--- config.mk ---
export PLATFORM = sky130hd
export DESIGN_NAME = load_store_unit_flat
export DESIGN_NICKNAME = d
export VERILOG_FILES = /design/src/rtl/load_store_unit_if.sv /design/src/rtl/load_store_unit.sv /design/src/flat_wrapper.sv
export SDC_FILE = /design/constraint.sdc
export NUM_CORES = 1
export LEC_CHECK = 0
export CAP_MARGIN = 25
export CELL_PAD_IN_SITES_DETAIL_PLACEMENT = 1
export CELL_PAD_IN_SITES_GLOBAL_PLACEMENT = 2
export CORE_AREA = 2 2 113 115
export CTS_CLUSTER_SIZE = 16
export DETAILED_ROUTE_END_ITERATION = 6
export DIE_AREA = 0 0 115 117
export DONT_BUFFER_PORTS = 1
export MAX_ROUTING_LAYER = met4
export PLACE_DENSITY = 0.81
export SLEW_MARGIN = 30
export SYNTH_ARGS = -nofsm -noshare
export SYNTH_HDL_FRONTEND = slang
export SYNTH_SLANG_ARGS = --single-unit
--- constraint.sdc ---
create_clock -name CLK -period 2.65 [get_ports CLK]
set_input_delay 0.53 -clock CLK [delete_from_list [all_inputs] [get_ports CLK]]
set_output_delay 0.53 -clock CLK [all_outputs]
set_load 0.02 [all_outputs]
--- src/rtl/load_store_unit_if.sv ---
// rtl/load_store_unit_if.sv - core-side and cache-side signal bundle for the load/store unit
interface load_store_unit_if #(
   parameter int WIDTH = 32
);
   logic [WIDTH-1:0] ALUResult;
   logic [WIDTH-1:0] WriteData;
   logic             MemRead;
   logic             MemWrite;
   logic [2:0]       Funct3;
   logic             Stall;
   logic [WIDTH-1:0] ReadData;
   logic             AccessErr;
   logic             MemReq;
   logic             MemWe;
   logic [WIDTH-1:0] MemAddr;
   logic [WIDTH-1:0] MemWData;
   logic [3:0]       MemByteEn;
   logic             MemReady;
   logic [WIDTH-1:0] MemRData;

   modport master (
      input  ALUResult, WriteData, MemRead, MemWrite, Funct3, MemReady, MemRData,
      output Stall, ReadData, AccessErr, MemReq, MemWe, MemAddr, MemWData, MemByteEn
   );

   modport slave (
      output ALUResult, WriteData, MemRead, MemWrite, Funct3, MemReady, MemRData,
      input  Stall, ReadData, AccessErr, MemReq, MemWe, MemAddr, MemWData, MemByteEn
   );
endinterface

--- src/rtl/load_store_unit.sv ---
// rtl/load_store_unit.sv - memory-access stage: aligned byte/half/word loads and stores over req/ready
// Three-state IDLE/BUSY/DONE sequencer; Mem* outputs are latched on accept and held through BUSY.
module load_store_unit #(
   parameter int WIDTH = 32
) (
   input  logic               CLK,
   input  logic               RST,
   load_store_unit_if.master  bus
);

   typedef enum logic [1:0] {
      IDLE = 2'd0,
      BUSY = 2'd1,
      DONE = 2'd2
   } state_t;

   state_t state, state_next;

   logic             req;
   logic             is_store;
   logic             illegal;
   logic             accept;
   logic             reject;
   logic [1:0]       off;
   logic [WIDTH-1:0] wdata_next;
   logic [3:0]       be_next;

   logic [WIDTH-1:0] addr_q;
   logic             we_q;
   logic [WIDTH-1:0] wdata_q;
   logic [3:0]       be_q;
   logic [1:0]       off_q;
   logic [2:0]       size_q;
   logic [WIDTH-1:0] rdata_q;
   logic             err_q;

   logic [WIDTH-1:0] shifted;
   logic [WIDTH-1:0] load_ext;

   assign req      = bus.MemWrite | bus.MemRead;
   assign is_store = bus.MemWrite;
   assign off      = bus.ALUResult[1:0];

   always_comb begin
      illegal = 1'b0;
      case (bus.Funct3)
         3'b000, 3'b100: illegal = 1'b0;
         3'b001, 3'b101: illegal = bus.ALUResult[0];
         3'b010:         illegal = (off != 2'b00);
         default:        illegal = 1'b1;
      endcase
      // Unsigned sizes only make sense for loads
      if (is_store && bus.Funct3[2])
         illegal = 1'b1;
   end

   assign accept = (state == IDLE) && req && !illegal;
   assign reject = (state == IDLE) && req && illegal;

   always_comb begin
      wdata_next = bus.WriteData;
      be_next    = 4'b1111;
      if (is_store) begin
         case (bus.Funct3[1:0])
            2'b00: begin
               wdata_next = {(WIDTH/8){bus.WriteData[7:0]}};
               be_next    = 4'b0001 << off;
            end
            2'b01: begin
               wdata_next = {(WIDTH/16){bus.WriteData[15:0]}};
               be_next    = off[1] ? 4'b1100 : 4'b0011;
            end
            default: begin
               wdata_next = bus.WriteData;
               be_next    = 4'b1111;
            end
         endcase
      end
   end

   assign shifted = bus.MemRData >> {off_q, 3'b000};

   always_comb begin
      load_ext = shifted;
      case (size_q)
         3'b000:  load_ext = {{(WIDTH-8){shifted[7]}}, shifted[7:0]};
         3'b001:  load_ext = {{(WIDTH-16){shifted[15]}}, shifted[15:0]};
         3'b100:  load_ext = {{(WIDTH-8){1'b0}}, shifted[7:0]};
         3'b101:  load_ext = {{(WIDTH-16){1'b0}}, shifted[15:0]};
         default: load_ext = shifted;
      endcase
   end

   always_comb begin
      state_next = state;
      case (state)
         IDLE:    if (accept) state_next = BUSY;
         BUSY:    if (bus.MemReady) state_next = DONE;
         DONE:    state_next = IDLE;
         default: state_next = IDLE;
      endcase
   end

   always_ff @(posedge CLK or negedge RST) begin
      if (!RST) begin
         state   <= IDLE;
         addr_q  <= '0;
         we_q    <= 1'b0;
         wdata_q <= '0;
         be_q    <= 4'b0000;
         off_q   <= 2'b00;
         size_q  <= 3'b000;
         rdata_q <= '0;
         err_q   <= 1'b0;
      end else begin
         state <= state_next;
         err_q <= reject;
         if (accept) begin
            addr_q  <= {bus.ALUResult[WIDTH-1:2], 2'b00};
            we_q    <= is_store;
            wdata_q <= wdata_next;
            be_q    <= be_next;
            off_q   <= off;
            size_q  <= bus.Funct3;
         end
         if (reject)
            rdata_q <= '0;
         else if (state == BUSY && bus.MemReady && !we_q)
            rdata_q <= load_ext;
      end
   end

   // MemReq comes straight off the state register so it never glitches
   assign bus.MemReq    = (state == BUSY);
   assign bus.Stall     = accept || (state == BUSY);
   assign bus.MemWe     = we_q;
   assign bus.MemAddr   = addr_q;
   assign bus.MemWData  = wdata_q;
   assign bus.MemByteEn = be_q;
   assign bus.ReadData  = rdata_q;
   assign bus.AccessErr = err_q;

endmodule

--- src/flat_wrapper.sv ---
// flat-port wrapper written by rule: the top's interface ports become plain ports
module load_store_unit_flat 
#(
   parameter int WIDTH = 32
)
  (CLK, RST, bus_ALUResult, bus_WriteData, bus_MemRead, bus_MemWrite, bus_Funct3, bus_MemReady, bus_MemRData, bus_Stall, bus_ReadData, bus_AccessErr, bus_MemReq, bus_MemWe, bus_MemAddr, bus_MemWData, bus_MemByteEn);
  load_store_unit_if #(.WIDTH(WIDTH)) bus_i ();
  input  logic CLK;
  input  logic RST;
  input wire logic [$bits(bus_i.ALUResult)-1:0] bus_ALUResult;
  input wire logic [$bits(bus_i.WriteData)-1:0] bus_WriteData;
  input wire logic [$bits(bus_i.MemRead)-1:0] bus_MemRead;
  input wire logic [$bits(bus_i.MemWrite)-1:0] bus_MemWrite;
  input wire logic [$bits(bus_i.Funct3)-1:0] bus_Funct3;
  input wire logic [$bits(bus_i.MemReady)-1:0] bus_MemReady;
  input wire logic [$bits(bus_i.MemRData)-1:0] bus_MemRData;
  output wire logic [$bits(bus_i.Stall)-1:0] bus_Stall;
  output wire logic [$bits(bus_i.ReadData)-1:0] bus_ReadData;
  output wire logic [$bits(bus_i.AccessErr)-1:0] bus_AccessErr;
  output wire logic [$bits(bus_i.MemReq)-1:0] bus_MemReq;
  output wire logic [$bits(bus_i.MemWe)-1:0] bus_MemWe;
  output wire logic [$bits(bus_i.MemAddr)-1:0] bus_MemAddr;
  output wire logic [$bits(bus_i.MemWData)-1:0] bus_MemWData;
  output wire logic [$bits(bus_i.MemByteEn)-1:0] bus_MemByteEn;
  assign bus_i.ALUResult = bus_ALUResult;
  assign bus_i.WriteData = bus_WriteData;
  assign bus_i.MemRead = bus_MemRead;
  assign bus_i.MemWrite = bus_MemWrite;
  assign bus_i.Funct3 = bus_Funct3;
  assign bus_i.MemReady = bus_MemReady;
  assign bus_i.MemRData = bus_MemRData;
  assign bus_Stall = bus_i.Stall;
  assign bus_ReadData = bus_i.ReadData;
  assign bus_AccessErr = bus_i.AccessErr;
  assign bus_MemReq = bus_i.MemReq;
  assign bus_MemWe = bus_i.MemWe;
  assign bus_MemAddr = bus_i.MemAddr;
  assign bus_MemWData = bus_i.MemWData;
  assign bus_MemByteEn = bus_i.MemByteEn;
  load_store_unit #(.WIDTH(WIDTH)) u_core (.CLK(CLK), .RST(RST), .bus(bus_i));
endmodule
# Yosys cells after proc, flatten, opt, wreduce, memory -nomap -nowiden
# Cells that the tools add are included.
# W data, S select, Z words.
# word_totals
register_bits	107
output_inout_bits	104
# op_classes
n_eq_ne	11
shifts	2
muxes	13
bitwise	1
reduce_logical	18
# ops
cell	count
$pmux W32 S4	1
$mux W32	3
$pmux W32 S2	1
$shr A32 B5 Y32	1
$eq A3 B3 Y1 const B	4
$mux W4	2
$pmux W4 S2	1
$eq A3 B1 Y1 const B	2
$logic_and A1 B1 Y1	6
$logic_not A3 Y1	2
$eq A2 B1 Y1 const B	2
$logic_not A2 Y1	2
$mux W2	2
$pmux W2 S2	1
$reduce_bool A2 Y1	2
$reduce_or A2 Y1	2
$shl A1 B2 Y4 const A	1
$eq A3 B2 Y1 const B	1
$pmux W1 S3	1
$logic_not A1 Y1	2
$ne A2 B1 Y1 const B	1
$ne A2 B2 Y1 const B	1
$reduce_and A2 Y1	1
$logic_or A1 B1 Y1	1
2 further kinds	2

# Longest topological paths before layout
# Gate-level depths: netlist of run 1.
# logic_depth
ltp_word	8
mapped_depth	6

# Worst setup path after synthesis of run 1
# Ideal clock, no wire load.
# synth_path
path_type	input to output
startpoint	input bus_Funct3[2]
endpoint	output bus_Stall
t_arrival_ns	1.581
required_ns	2.120
slack_ns	0.539
path_stages	5
n_path_buf	2
path_cell_list	nor4_2 o221ai_1 buf_2 buf_2 nand2_1
# synth_between
elab_chain_cells	7
word_cells_on_any_way	13
cone_classes	eq/ne: 4; mux: 2; reduce/logical: 7
# synth_rtl
element	line_no	text
start, declared	flat_wrapper.sv:14	input wire logic [$bits(bus_i.Funct3)-1:0] bus_Funct3;
$eq A3 B1 Y1 (tied with other cells)	load_store_unit.sv:46	case (bus.Funct3)
$reduce_or A2 Y1	load_store_unit.sv:46	
$pmux W1 S3	load_store_unit.sv:46	
$mux W1 *	load_store_unit.sv:53	if (is_store && bus.Funct3[2])
$logic_not A1 Y1 *	load_store_unit.sv:57	assign accept = (state == IDLE) && req && !illegal;
$logic_and A1 B1 Y1 *	load_store_unit.sv:57	
$logic_or A1 B1 Y1 *	load_store_unit.sv:135	assign bus.Stall = accept || (state == BUSY);
end, declared	flat_wrapper.sv:17	output wire logic [$bits(bus_i.Stall)-1:0] bus_Stall;
# Mark *: on every way between the ends. The rest lies on a longest branch, timed or not.

# Worst setup path in the final report of run 1
# layout_path
startpoint	register u_core.state[0]
endpoint	output bus_Stall
# layout_between
elab_chain_cells	4
word_cells_on_any_way	5
cone_classes	eq/ne: 1; reduce/logical: 4
# layout_rtl
element	line_no	text
start, declared	load_store_unit.sv:17	state_t state, state_next;
start signal, assigned	load_store_unit.sv:116	state <= state_next;
$logic_not A2 Y1	load_store_unit.sv:57	
$logic_and A1 B1 Y1 (2 in a row)	load_store_unit.sv:57	
$logic_or A1 B1 Y1 *	load_store_unit.sv:135	
# Marks and branches as above.

==> results of run 1 <==
==> state kept, by name, summed over array words and instances, names as in the netlist <==
| name | count |
|---|---|
| u_core.bus.MemWData | 32 |
| u_core.bus.ReadData | 32 |
| u_core.bus.MemAddr | 30 |
| u_core.bus.MemByteEn | 4 |
| u_core.size_q | 3 |
| u_core.off_q | 2 |
| u_core.state | 2 |
| u_core.bus.AccessErr | 1 |
| u_core.bus.MemWe | 1 |
==> worst max-delay path, cell delays in order, from the launching register on <==
cell,delay (ns)
dfrtp_1,0.41
nor2_1,0.24
o221ai_4,0.28
nand2_1,0.29
==> cells in the final DEF, fill, tap and decap left out, types with 8 or more instances in the layout <==
cell type | Yosys | final
a211oi_1 | 8 | 8
a21oi_1 | 11 | 11
nand2_1 | 36 | 36
nand3b_1 | 9 | 9
mux2_2 | 40 | 40
clkbuf_16 | 0 | 9
buf_4 | 2 | 8
nor2_1 | 30 | 30
o2bb2ai_1 | 8 | 8
a211o_1 | 15 | 15
o31ai_1 | 16 | 16
mux2i_1 | 24 | 24
o21ai_0 | 23 | 23
a221o_1 | 8 | 8
dfrtp_1 | 107 | 107
nor2b_1 | 16 | 16
==> worst max path at each step <==
| stage | to | slack [ns] | cells past startpoint |
|---|---|---|---|
| after floorplan | bus_Stall | 0.54 | 5 |
| after global placement | u_core.bus.MemWData[6] | 0.52 | 4 |
| after detailed placement | u_core.bus.MemWData[6] | 0.45 | 4 |
| after CTS | bus_Stall | 0.53 | 3 |
| after global routing | bus_Stall | 0.47 | 3 |
| final | bus_Stall | 0.56 | 3 |
==> area by class of cell <==
| type | count | area (um^2) |
|---|---|---|
| Tap cell | 150 | 187.7 |
| Fill cell | 1290 | 7022 |
| Sequential cell | 107 | 2678 |
| Inverter | 2 | 7.507 |
| Clock buffer | 10 | 239.0 |
| Multi-Input combinational cell | 274 | 2041 |
| Clock inverter | 6 | 77.57 |
| Timing Repair Buffer | 8 | 60.06 |
==> layer usage <==
layer	vias up	global-route usage	part of all wire
met4	0	0.07229	0.014
li1	1477	-	-
met2	138	0.3325	0.52
met3	12	0.07518	0.11
met5	-	-	0
met1	1622	0.2011	0.36
==> cells by family (layout without fill, tap and decap cells) <==
| kind of cell | Yosys count | after routing |
|---|---|---|
| flops | 107 | 107 |
| other cells | 1 | 2 |
| simple gates | 101 | 101 |
| buf+inv | 36 | 26 |
| compound gates | 103 | 103 |
| mux | 68 | 68 |
==> report_power, final <==
group / leakage [nW] / internal (mW) / switching [mW]
Sequential: 1.34 / 2.13 / 1.01
Combinational: 0.903 / 0.553 / 0.562
Clock: 0.153 / 0.778 / 0.636
==> metrics.md, run 1 <==
| Metric | Value |
|---|---|
| Die height | `between 100 and 150 um` |
| Setup repair bufs after CTS | `0` |
| YS warnings | `0` |
| Fin. Hold Viols | `107` |
| Internal reg-to-reg setup slack | `between 0.6 and 0.7 ns` |
| Die X | `approximately 120 um` |
| Compound-Gate Fraction of Synth Area | `0.1577` |
| Worst Tran Pin Value | `~0.64 ns` |
| Overall routed net length | `12,570 um` |
| # setup viols final | `0` |
| Post-synthesis sequential area ratio | `0.5477` |
| Post-DR wirelength/cell | `around 23 um` |
| Pwr Total | `~5.7 mW` |
| Util after Layout | `0.4297` |
| CTS-repair resized insts | `0` |
| Rel. slew slack | `0.5736` |
| HPWL after DPL | `9191 um` |
| Adder-cell share of the synthesized area | `0` |
| I/O pin count | `about 210` |
| Failing checks | `negative hold slack` |
| Worst skew pair latency | `0.35 ns` |
| Max-cap violations | `0` |
| Simple-gate share of the synthesized area | `0.1019` |
| Vias after detailed routing | `3,249` |
| Grt ovf | `0` |
| First-pass GRT wire length | `between 15,000 and 20,000 um` |
| CTS Buffer Depth | `2` |
| CP max FO | `18` |
| Pins Over Slew Limit | `0` |
| R2R Path Start | `u_core.bus.MemWe` |
| Layout cell share with drive strength beyond 1 | `0.1769` |
| Clk root buf | `clkbuf_16` |
| Cell row count | `slightly above 40` |
| CTS tree | `yes` |
| Leading post-synthesis cells by cell area | `dfrtp_1 55%, mux2_2 9.2%, mux2i_1 4.9%` |
| Asr flop ratio synth | `1.000` |
| Die area | `13,460 um^2` |
| Largest net degree at the start of global routing | `~110` |
| Antenna violations before repair | `0` |
| DP Cell Count | `between 500 and 600` |
| Most frequent cell after synthesis | `dfrtp_1` |
| RSZ-0062 raised after global routing | `false` |
| GRT Total Usage | `0.1932` |
| Fmax | `~480 MHz` |
| Buffers on Ports | `0` |
| Share of the synthesized area in the top cell type | `0.5477` |
| Leakage | `2.397 nW` |
| Synth Register Bits | `roughly 110` |
| Syn Area/Cell | `about 12 um^2` |
| Final period util | `0.7902` |
| Reg2reg path depth | `4` |
| Setup WS pre-CTS | `0.4478 ns` |
| Vias/cell | `just under 6` |
| Max Clock Skew | `approximately 0.014 ns` |
| Htree depth | `3` |
| Layout area overhead | `8.216%` |
| Num CTS Buffers | `9` |
| Top cell type by total area after synthesis | `dfrtp_1` |
| Setup crit start kind | `register` |
| Yosys cell types | `38` |
| CP Class | `reg2out` |
| Critical Path AT | `1.56 ns` |
| EDFF count, synth | `0` |
| Final worst slack | `0.5561 ns` |
| Peak VDD IR | `approximately 0.00042 V` |
| Post-route DRC | `0` |
| Main combinational cell family by area after synthesis | `compound AO/OA/AOI/OAI gates` |
| Fin crit period | `between 2 and 2.5 ns` |
| DP Area | `around 5000 um^2` |
| Final cell count without fillers | `between 500 and 600` |
| Ant diodes | `0` |
| Vias in the first global route | `3,505` |
| Core Box Area | `around 12,000 um^2` |
| Initial DRC count | `128` |
| Power Density | `1072 nW/um^2` |
| R2R Path End | `u_core.bus.ReadData[31]` |
| CP Data Required Time | `around 2.1 ns` |
| Detail Route Antenna Nets | `0` |
| Fin area | `between 5000 and 6000 um^2` |
| Sink Count | `around 110` |
| Area of the mapped netlist | `between 4000 and 5000 um^2` |
| Synth Area in XOR/XNOR | `0` |
| HP Class | `in2async` |
| Min Hold Slack | `-0.1317 ns` |
| Crit path capture type | `primary output` |
| Worst Setup SP | `u_core.state[0]` |
| Final nets | `roughly 510` |
| Mapped Cells | `416` |
| Gpl congestion | `between 0.7 and 0.8` |
| Main synth FF type | `dfrtp_1` |
| First drt pass iteration count | `4` |
| Synth cell count leaders | `107 x dfrtp_1, 40 x mux2_2, 36 x nand2_1, 30 x nor2_1, 24 x mux2i_1` |
| Clk slew on worst S/H paths | `approximately 0.080 ns` |
| Run status | `finished with violations` |
| Mux share of post-synthesis cell area | `0.1528` |
| Initial Util | `0.3971` |
| Setup total negative slack | `0 ns` |
Note: power is estimated with default switching activity, not from simulation.
==> run 2, diff against run 1 <==
Settings changed: CORE_AREA 2 2 113 115 to 2 2 117 119, DIE_AREA 0 0 115 117 to 0 0 119 121, PLACE_DENSITY 0.81 to 0.76.
Clock period 2.65 ns to 1.95 ns, I/O delays scaled along.
==> metrics.md, run 2 (same netlist as run 1, synthesis figures left out) <==
| Metric | Value |
|---|---|
| Run status | `finished with violations` |
| Failing checks | `negative hold slack` |
| Num CTS Buffers | `9` |
| Clk slew on worst S/H paths | `about 0.070 ns` |
| I/O pin count | `~210` |
| Final period util | `0.9357` |
| Fmax | `around 550 MHz` |
| Most frequent cells in the layout | `107 x dfrtp_1, 40 x mux2_2, 36 x nand2_1` |
| Setup crit start kind | `register` |
| Pins Over Slew Limit | `0` |
| Peak VDD IR | `between 0.0005 and 0.0006 V` |
| Worst skew pair latency | `between 0.3 and 0.4 ns` |
| Core Box Area | `between 10,000 and 15,000 um^2` |
| Setup repair bufs after CTS | `0` |
| Leakage | `about 2.4 nW` |
| Cell row count | `between 40 and 50` |
| Initial Util | `0.3736` |
| Buffers on Ports | `0` |
| Gpl congestion | `approximately 0.77` |
| Post-DR wirelength/cell | `between 20 and 25 um` |
| Initial DRC count | `~190` |
| Fin. Hold Viols | `107` |
| Final nets | `a little over 500` |
| CTS Buffer Depth | `2` |
| Ant diodes | `0` |
| CP Data Required Time | `roughly 1.6 ns` |
| Vias after detailed routing | `around 3,300` |
| Util after Layout | `0.4145` |
| Max-cap violations | `0` |
| Post-route DRC | `0` |
| CP Class | `reg2out` |
| Layout cell share with drive strength beyond 1 | `0.1893` |
| Die X | `~120 um` |
| Die area | `approximately 14,000 um^2` |
| Overall routed net length | `around 13,000 um` |
| Crit path capture type | `primary output` |
| Vias/cell | `between 5 and 6` |
| CTS tree | `yes` |
| Clk root buf | `clkbuf_16` |
| CP max FO | `4` |
| DP Cell Count | `572` |
| First drt pass iteration count | `4` |
| RSZ-0062 raised after global routing | `false` |
| Setup total negative slack | `0 ns` |
| Layout area overhead | `10.95%` |
| Rel. slew slack | `0.6289` |
| Max Clock Skew | `approximately 0.0041 ns` |
| First-pass GRT wire length | `between 15,000 and 20,000 um` |
| Critical Path AT | `around 1.4 ns` |
| HP Class | `in2async` |
| Power Density | `~1400 nW/um^2` |
| Sink Count | `between 100 and 150` |
| Largest net degree at the start of global routing | `approximately 110` |
| # setup viols final | `0` |
| Fin crit period | `between 1.5 and 2 ns` |
| Final cell count without fillers | `a little under 600` |
| Vias in the first global route | `between 3,000 and 4,000` |
| Htree depth | `3` |
| Die height | `~120 um` |
| HPWL after DPL | `between 9000 and 10,000 um` |
| Grt ovf | `0` |
| GRT Total Usage | `0.1820` |
| Detail Route Antenna Nets | `0` |
| Antenna violations before repair | `0` |
| Commonest non-fill, non-tap cell in the layout | `dfrtp_1` |
| Min Hold Slack | `-0.2698 ns` |
| Worst Tran Pin Value | `between 0.5 and 0.6 ns` |
[run 2: area by class of cell]
| class | count | area [um^2] |
|---|---|---|
| Clock buffer | 10 | 239.0 |
| Multi-Input combinational cell | 274 | 2043 |
| Fill cell | 1399 | 7661 |
| Clock inverter | 6 | 88.84 |
| Inverter | 2 | 7.507 |
| Tap cell | 176 | 220.2 |
| Timing Repair Buffer | 13 | 147.6 |
| Sequential cell | 107 | 2678 |
[run 2: final timing paths]
| path | to | slack (ns) | startpoint | cells after the start |
|---|---|---|---|---|
| min reg2reg | u_core.size_q[1] | 0.58 | u_core.size_q[1] | 1 |
| max in group asynchronous | u_core.bus.MemAddr[27] | 2.01 | RST | 0 |
| max reg2reg | u_core.bus.ReadData[29] | 0.20 | u_core.bus.MemWe | 4 |
| max | bus_Stall | 0.13 | u_core.state[0] | 5 |
| min in group CLK | u_core.state[0] | 0.15 | bus_MemReady | 1 |
| min | u_core.bus.ReadData[4] | -0.27 | RST | 0 |
[run 2: timing repair]
| item | CTS | global route |
|---|---|---|
| hold endpoints to repair | 107 | 107 |
| setup endpoints to repair | 0 | 1 |
| resized for setup | 0 | 1 |
[run 2: metal layers]
metal,track usage,vias to the layer above,wire length [um]
li1,-,1488,-
met1,0.2010,1666,4814
met2,0.3003,135,6390
met3,0.07190,12,1226
met4,0.06473,0,208
met5,-,-,0
[run 2: critical path, stage by stage (launching register included)]
cell and delay (ns):
dfrtp_1 0.41, nor2_2 0.15, buf_4 0.13, o221ai_4 0.12
nand2_1 0.13, buf_4 0.14
[run 2: stage by stage]
step / worst slack (ns) / power [mW] / cell area (um^2)
final: 0.1255 / 7.829 / 5424
after global placement: 0.1713 / 5.833 / 5094
after CTS: 0.05308 / 7.948 / 5421
after detailed placement: 0.1416 / 5.931 / 5094
after global routing: 0.01846 / 8.261 / 5424
after floorplan: 0.1193 / 5.418 / 4892
[run 2: report_power, final]
group / internal (mW) / leakage [nW] / switching, mW
logic: 0.815 / 0.949 / 0.771
clock network: 1.16 / 0.155 / 0.812
registers: 2.90 / 1.34 / 1.37
total: 4.88 / 2.44 / 2.95
